===== src/rtl/ep4_cmd_receiver_if.sv =====
// EP4 command receiver bus: FX2 EP4 byte source and controller command handshake.
// master = EP4 source / controller side, slave = receiver.
interface ep4_cmd_receiver_if #(
    parameter int MAX_CMD_BYTES = 8,
    parameter int LEN_WIDTH     = 16
);
    logic                       rx_enable;
    logic [7:0]                 ep4_cmd_id;
    logic [LEN_WIDTH-1:0]       ep4_cmd_length;
    logic                       ep4_ready;
    logic                       ep4_read;
    logic [7:0]                 ep4_data;
    logic                       cmd_valid;
    logic                       cmd_ack;
    logic [7:0]                 cmd_id;
    logic [LEN_WIDTH-1:0]       cmd_length;
    logic [MAX_CMD_BYTES*8-1:0] cmd_data;
    logic                       cmd_overflow;
    logic                       cmd_csum_err;

    modport master (
        output rx_enable, ep4_cmd_id, ep4_cmd_length,
        output ep4_ready, ep4_data, cmd_ack,
        input  ep4_read, cmd_valid, cmd_id, cmd_length,
        input  cmd_data, cmd_overflow, cmd_csum_err
    );

    modport slave (
        input  rx_enable, ep4_cmd_id, ep4_cmd_length,
        input  ep4_ready, ep4_data, cmd_ack,
        output ep4_read, cmd_valid, cmd_id, cmd_length,
        output cmd_data, cmd_overflow, cmd_csum_err
    );
endinterface


===== src/rtl/ep4_cmd_receiver.sv =====
// EP4 command receiver: fetches one framed command and holds it for the controller.
// Optional payload checksum enabled by defining EP4_CMD_CHECKSUM_EN.
module ep4_cmd_receiver #(
    parameter int MAX_CMD_BYTES = 8,
    parameter int LEN_WIDTH     = 16,
    parameter int CNT_WIDTH     = 16
) (
    input logic            ep4_clk,
    input logic            reset,
    ep4_cmd_receiver_if.slave bus
);
    typedef enum logic [1:0] {IDLE, ACTIVE, DONE} state_t;

    state_t                     state, state_nxt;
    logic                       read_q;
    logic [7:0]                 id_q;
    logic [LEN_WIDTH-1:0]       len_q;
    logic [MAX_CMD_BYTES*8-1:0] data_q;
    logic                       ovf_q;
    logic [CNT_WIDTH-1:0]       count;
    logic [CNT_WIDTH-1:0]       len_ext;
    logic                       hdr;
    logic                       xfer;
    logic                       last;

    // Zero-extended so a maximum-length frame never wraps the compare.
    assign len_ext = CNT_WIDTH'(len_q);
    assign hdr  = (state == IDLE) && bus.rx_enable && bus.ep4_ready;
    assign xfer = (state == ACTIVE) && read_q && bus.ep4_ready;
    assign last = xfer && (count == len_ext - CNT_WIDTH'(1));

    // State register.
    always_ff @(posedge ep4_clk or posedge reset) begin
        if (reset) state <= IDLE;
        else       state <= state_nxt;
    end

    // Next-state decode; ack only matters while holding a command.
    always_comb begin
        state_nxt = state;
        case (state)
            IDLE: begin
                if (hdr)
                    state_nxt = (bus.ep4_cmd_length == '0) ? DONE : ACTIVE;
            end
            ACTIVE: begin
                if (last) state_nxt = DONE;
            end
            DONE: begin
                if (bus.cmd_ack) state_nxt = IDLE;
            end
            default: state_nxt = IDLE;
        endcase
    end

    // Header latch, byte capture, overflow flag and read strobe.
    always_ff @(posedge ep4_clk or posedge reset) begin
        if (reset) begin
            read_q <= 1'b0;
            id_q   <= '0;
            len_q  <= '0;
            data_q <= '0;
            ovf_q  <= 1'b0;
            count  <= '0;
        end else if (hdr) begin
            id_q   <= bus.ep4_cmd_id;
            len_q  <= bus.ep4_cmd_length;
            data_q <= '0;
            ovf_q  <= 1'b0;
            count  <= '0;
            read_q <= (bus.ep4_cmd_length != '0);
        end else if (xfer) begin
            for (int k = 0; k < MAX_CMD_BYTES; k++) begin
                if (count == CNT_WIDTH'(k))
                    data_q[8*k +: 8] <= bus.ep4_data;
            end
            if (count >= CNT_WIDTH'(MAX_CMD_BYTES))
                ovf_q <= 1'b1;
            count <= count + CNT_WIDTH'(1);
            if (last)
                read_q <= 1'b0;
        end
    end

`ifdef EP4_CMD_CHECKSUM_EN
    logic [7:0] csum;
    logic       csum_err;

    // Running XOR over every transferred byte, overflow bytes included.
    always_ff @(posedge ep4_clk or posedge reset) begin
        if (reset) begin
            csum     <= '0;
            csum_err <= 1'b0;
        end else if (hdr) begin
            csum     <= '0;
            csum_err <= 1'b0;
        end else if (xfer) begin
            csum <= csum ^ bus.ep4_data;
            if (last)
                csum_err <= ((csum ^ bus.ep4_data) != 8'h00);
        end
    end

    assign bus.cmd_csum_err = csum_err;
`else
    assign bus.cmd_csum_err = 1'b0;
`endif

    assign bus.ep4_read     = read_q;
    assign bus.cmd_valid    = (state == DONE);
    assign bus.cmd_id       = id_q;
    assign bus.cmd_length   = len_q;
    assign bus.cmd_data     = data_q;
    assign bus.cmd_overflow = ovf_q;
endmodule


===== src/flat_wrapper.sv =====
// flat-port wrapper written by rule: the top's interface ports become plain ports
module ep4_cmd_receiver_flat 
#(
    parameter int MAX_CMD_BYTES = 8,
    parameter int LEN_WIDTH     = 16,
    parameter int CNT_WIDTH     = 16
)
  (ep4_clk, reset, bus_rx_enable, bus_ep4_cmd_id, bus_ep4_cmd_length, bus_ep4_ready, bus_ep4_data, bus_cmd_ack, bus_ep4_read, bus_cmd_valid, bus_cmd_id, bus_cmd_length, bus_cmd_data, bus_cmd_overflow, bus_cmd_csum_err);
  ep4_cmd_receiver_if #(.MAX_CMD_BYTES(MAX_CMD_BYTES), .LEN_WIDTH(LEN_WIDTH)) bus_i ();
  input logic ep4_clk;
  input logic reset;
  input wire logic [$bits(bus_i.rx_enable)-1:0] bus_rx_enable;
  input wire logic [$bits(bus_i.ep4_cmd_id)-1:0] bus_ep4_cmd_id;
  input wire logic [$bits(bus_i.ep4_cmd_length)-1:0] bus_ep4_cmd_length;
  input wire logic [$bits(bus_i.ep4_ready)-1:0] bus_ep4_ready;
  input wire logic [$bits(bus_i.ep4_data)-1:0] bus_ep4_data;
  input wire logic [$bits(bus_i.cmd_ack)-1:0] bus_cmd_ack;
  output wire logic [$bits(bus_i.ep4_read)-1:0] bus_ep4_read;
  output wire logic [$bits(bus_i.cmd_valid)-1:0] bus_cmd_valid;
  output wire logic [$bits(bus_i.cmd_id)-1:0] bus_cmd_id;
  output wire logic [$bits(bus_i.cmd_length)-1:0] bus_cmd_length;
  output wire logic [$bits(bus_i.cmd_data)-1:0] bus_cmd_data;
  output wire logic [$bits(bus_i.cmd_overflow)-1:0] bus_cmd_overflow;
  output wire logic [$bits(bus_i.cmd_csum_err)-1:0] bus_cmd_csum_err;
  assign bus_i.rx_enable = bus_rx_enable;
  assign bus_i.ep4_cmd_id = bus_ep4_cmd_id;
  assign bus_i.ep4_cmd_length = bus_ep4_cmd_length;
  assign bus_i.ep4_ready = bus_ep4_ready;
  assign bus_i.ep4_data = bus_ep4_data;
  assign bus_i.cmd_ack = bus_cmd_ack;
  assign bus_ep4_read = bus_i.ep4_read;
  assign bus_cmd_valid = bus_i.cmd_valid;
  assign bus_cmd_id = bus_i.cmd_id;
  assign bus_cmd_length = bus_i.cmd_length;
  assign bus_cmd_data = bus_i.cmd_data;
  assign bus_cmd_overflow = bus_i.cmd_overflow;
  assign bus_cmd_csum_err = bus_i.cmd_csum_err;
  ep4_cmd_receiver #(.MAX_CMD_BYTES(MAX_CMD_BYTES), .LEN_WIDTH(LEN_WIDTH), .CNT_WIDTH(CNT_WIDTH)) u_core (.ep4_clk(ep4_clk), .reset(reset), .bus(bus_i));
endmodule

===== config.mk =====
export PLATFORM = sky130hd
export DESIGN_NAME = ep4_cmd_receiver_flat
export DESIGN_NICKNAME = d
export VERILOG_FILES = /design/src/rtl/ep4_cmd_receiver_if.sv /design/src/rtl/ep4_cmd_receiver.sv /design/src/flat_wrapper.sv
export SDC_FILE = /design/constraint.sdc
export NUM_CORES = 1
export LEC_CHECK = 0
export ABC_CLOCK_PERIOD_IN_PS = 8000
export CAP_MARGIN = 20
export CORE_MARGIN = 2
export CORE_UTILIZATION = 53
export DETAILED_ROUTE_END_ITERATION = 16
export PLACE_DENSITY = 0.88
export SETUP_SLACK_MARGIN = 0.3
export SKIP_CTS_REPAIR_TIMING = 1
export SLEW_MARGIN = 20
export SYNTH_ARGS = -nofsm -noshare
export SYNTH_HDL_FRONTEND = slang
export SYNTH_SLANG_ARGS = --single-unit

===== constraint.sdc =====
create_clock -name ep4_clk -period 8 [get_ports ep4_clk]
set_clock_uncertainty 0.1 [all_clocks]
set_input_delay 1.2 -clock ep4_clk [delete_from_list [all_inputs] [get_ports ep4_clk]]
set_output_delay 1.2 -clock ep4_clk [all_outputs]
set_load 0.05 [all_outputs]

==> results_dict.tcl <==
set metrics [dict create \
    cts_buffers 9 \
    cp-start-kind "input pin" \
    arrival_ps 3690 \
    synth-main-ff-cell "dfrtp_1" \
    yosysTopAreaCell "dfrtp_1" \
    worstMarginPinSlew_ps 1050 \
    end_kind "register" \
    async_flop_share 1.00 \
    powerDensity_nw_per_um2 427 \
    synth_seq_cells 108 \
    cts_sinks 108 \
    slowest_stage "buf_4" \
    io_buffers 127 \
    reg2reg_slack_ps 4970 \
    finalWeightedCongestion 0.922 \
    setup_viol 0 \
    final_antenna_net_count 0 \
    ir_drop_uv 292 \
    ios 129 \
    p_leak_uw 0.00313 \
    grt_antenna_before_repair 0 \
    drc 0 \
    cp.required_ps 8170 \
    clock_latency_ps 370 \
    cp_num_buf_inv 2 \
    critical_path.max_stage_delay_ps 920 \
    initial_core_util 0.551 \
    synthToLayoutAreaGrowth_pct 30.6 \
    place_area_sq_um 6470 \
    grt_max_degree 104 \
    dr.pass1.iters 4 \
    fin_area_sq_um 6690 \
    pwr-share-comb 0.551 \
    synthCells 465 \
    critPathMaxFanout 103 \
    rsz0062_at_grt "no" \
    rows 35 \
    status "finished clean" \
    max_slew_margin 0.300 \
    dieHeight_um 102 \
    cts_max_level 3 \
    synth_nets 507 \
    tritoncts "done" \
    power_uw 2860 \
    synth.area.top_cells "dfrtp_1 (53%), mux2i_1 (13%), nor2_1 (6.2%)" \
    crit_start "bus_rx_enable" \
    gr-total-overflow 0 \
    clockBufferDepth 2 \
    synth_edf_count 0 \
    antenna_cells 0 \
    synth_cell_type_count 48 \
    place_hpwl_um 8920 \
    crit-reg2reg-launch "u_core.bus.cmd_length[0]$_DFFE_PP0P_" \
    netSwitchingFraction 0.494 \
    totalWireLength_um 12700 \
    wl_per_cell_um 17.9 \
    ctsRootBufferMaster "clkbuf_8" \
    cp_cell_sequence "clkdlybuf4s50_1, nor4bb_4, buf_4, mux2_2" \
    hold_path_class "register to register" \
    grt_pass1_wl_um 20500 \
    vias 3871 \
    netlist_area_sq_um 5120 \
    critical-path-top-delay-family "buffers and inverters" \
    period_minus_slack_ps 3520 \
    fin_crit_sh 0.440 \
    maxSlewViolCount 0 \
    die_area_sq_um 10500 \
    clkPwrFrac 0.123 \
    tns_ps 0 \
    seqPwrFrac 0.326 \
    die_w_um 102 \
    first_global_vias 4079 \
    vias_per_cell 5.45 \
    finalHoldViolCount 0 \
    yosys_warnings 0 \
    synth_top_area_share 0.528 \
    avgSynthCellArea_sq_um 11.0 \
    clk_pin_slew_ps 110 \
    hold_ws_ps 416 \
    drv_cap 0 \
    core_sq_um 9280 \
    drive_gt1_frac 0.0981 \
    fmaxAchievable_mhz 284 \
    hp-start "u_core.bus.cmd_id[5]$_DFFE_PP0P_" \
    ys_seq_area_frac 0.528 \
    crit_type "input pin to register" \
    grt.total_usage 0.255 \
    nets 618 \
    drtIter0Drc 170 \
    power_switching_uw 1410 \
    p_int_uw 1450 \
]
-- power by group through the flow --
stage | registers, uW | logic [uW] | clock network (uW)
6_report | 931 | 1570 | 353
5_1_grt | 958 | 1660 | 379
4_1_cts | 930 | 1580 | 360
3_5_place_dp | 937 | 1570 | 0
3_3_place_gp | 925 | 1530 | 0
2_1_floorplan | 1530 | 444 | 0
-- final timing paths --
kind	end	cells past startpoint
min in group asynchronous	u_core.bus.cmd_data[4]$_DFFE_PP0P_	2
worst max register to register	u_core.bus.ep4_read$_DFFE_PP0P_	8
worst max-delay path	u_core.bus.cmd_length[8]$_DFFE_PP0P_	4
max in group asynchronous	u_core.bus.cmd_length[11]$_DFFE_PP0P_	3
worst min register to register	u_core.bus.cmd_id[5]$_DFFE_PP0P_	1
worst min-delay path	u_core.bus.cmd_id[5]$_DFFE_PP0P_	1
-- per-layer routing --
layer	up-vias	wire (um)	global-route usage	share of wire
met5	-	0	0	0
met4	0	154	0.0585	0.012
met3	17	998	0.0917	0.079
met2	110	6520	0.451	0.51
met1	1928	5030	0.298	0.40
li1	1816	-	-	-
-- metrics by stage --
step / instances / util / setup slack, ps
6_report: 710 / 0.720 / 4480
5_1_grt: 710 / 0.720 / 4320
4_1_cts: 710 / 0.720 / 4490
3_5_place_dp: 694 / 0.697 / 4090
3_3_place_gp: 694 / 0.697 / 4240
2_1_floorplan: 465 / - / 3850
-- synthesized netlist by cell type, types with 2 or more instances --
master,n
and2_1,2
nand2b_1,4
a21oi_1,8
o21ai_0,12
inv_1,11
mux2_2,21
mux2i_1,65
ha_1,5
and3_1,2
nand3_1,7
nor3_1,9
nand4_1,7
nand2_1,13
nand3_2,4
nor2_1,84
xnor2_1,17
nor2_4,4
clkbuf_1,26
or4_1,3
or3_1,5
xor2_1,14
nor4_2,2
dfrtp_1,108
nor4_1,8
-- flip-flops by register name, summed over array words and instances, names as in the netlist --
signal,count
u_core.bus.cmd_data,64
u_core.bus.cmd_length,16
u_core.count,16
u_core.bus.cmd_id,8
u_core.state,2
u_core.bus.cmd_overflow,1
u_core.bus.ep4_read,1
-- layout make-up --
type	count	area (sq um)
Timing Repair Buffer	129	1290
Sequential cell	108	2700
Fill cell	668	2600
Multi-Input combinational cell	317	2280
Clock buffer	9	124
Tap cell	129	161
Clock inverter	7	87.6
Inverter	11	43.8
-- kinds of logic after synthesis --
family | share of synthesized area
multiplexers | 0.173
AO/OA/AOI/OAI | 0.0374
AND/OR/NAND/NOR | 0.165
XOR/XNOR | 0.0530
adder cells (fa/ha/maj) | 0.0122
flip-flops | 0.528
buffers and inverters | 0.0303
other | 0.000733
-- layout by cell type, fill, tap and decap left out, types with 4 or more instances in the layout --
cell,instances
clkbuf_8,9
a21oi_1,8
nor3_1,9
nor2_1,84
dfrtp_1,108
or3_1,5
nand4_1,7
nor2_4,4
mux2_2,21
inv_1,10
ha_1,5
clkdlybuf4s50_1,127
nand3_2,4
xnor2_1,17
mux2i_1,65
nand3_1,7
xor2_1,14
o21ai_0,12
nor4_1,8
nand2b_1,4
nand2_1,13
No activity file was read; power rests on OpenSTA's default activity.
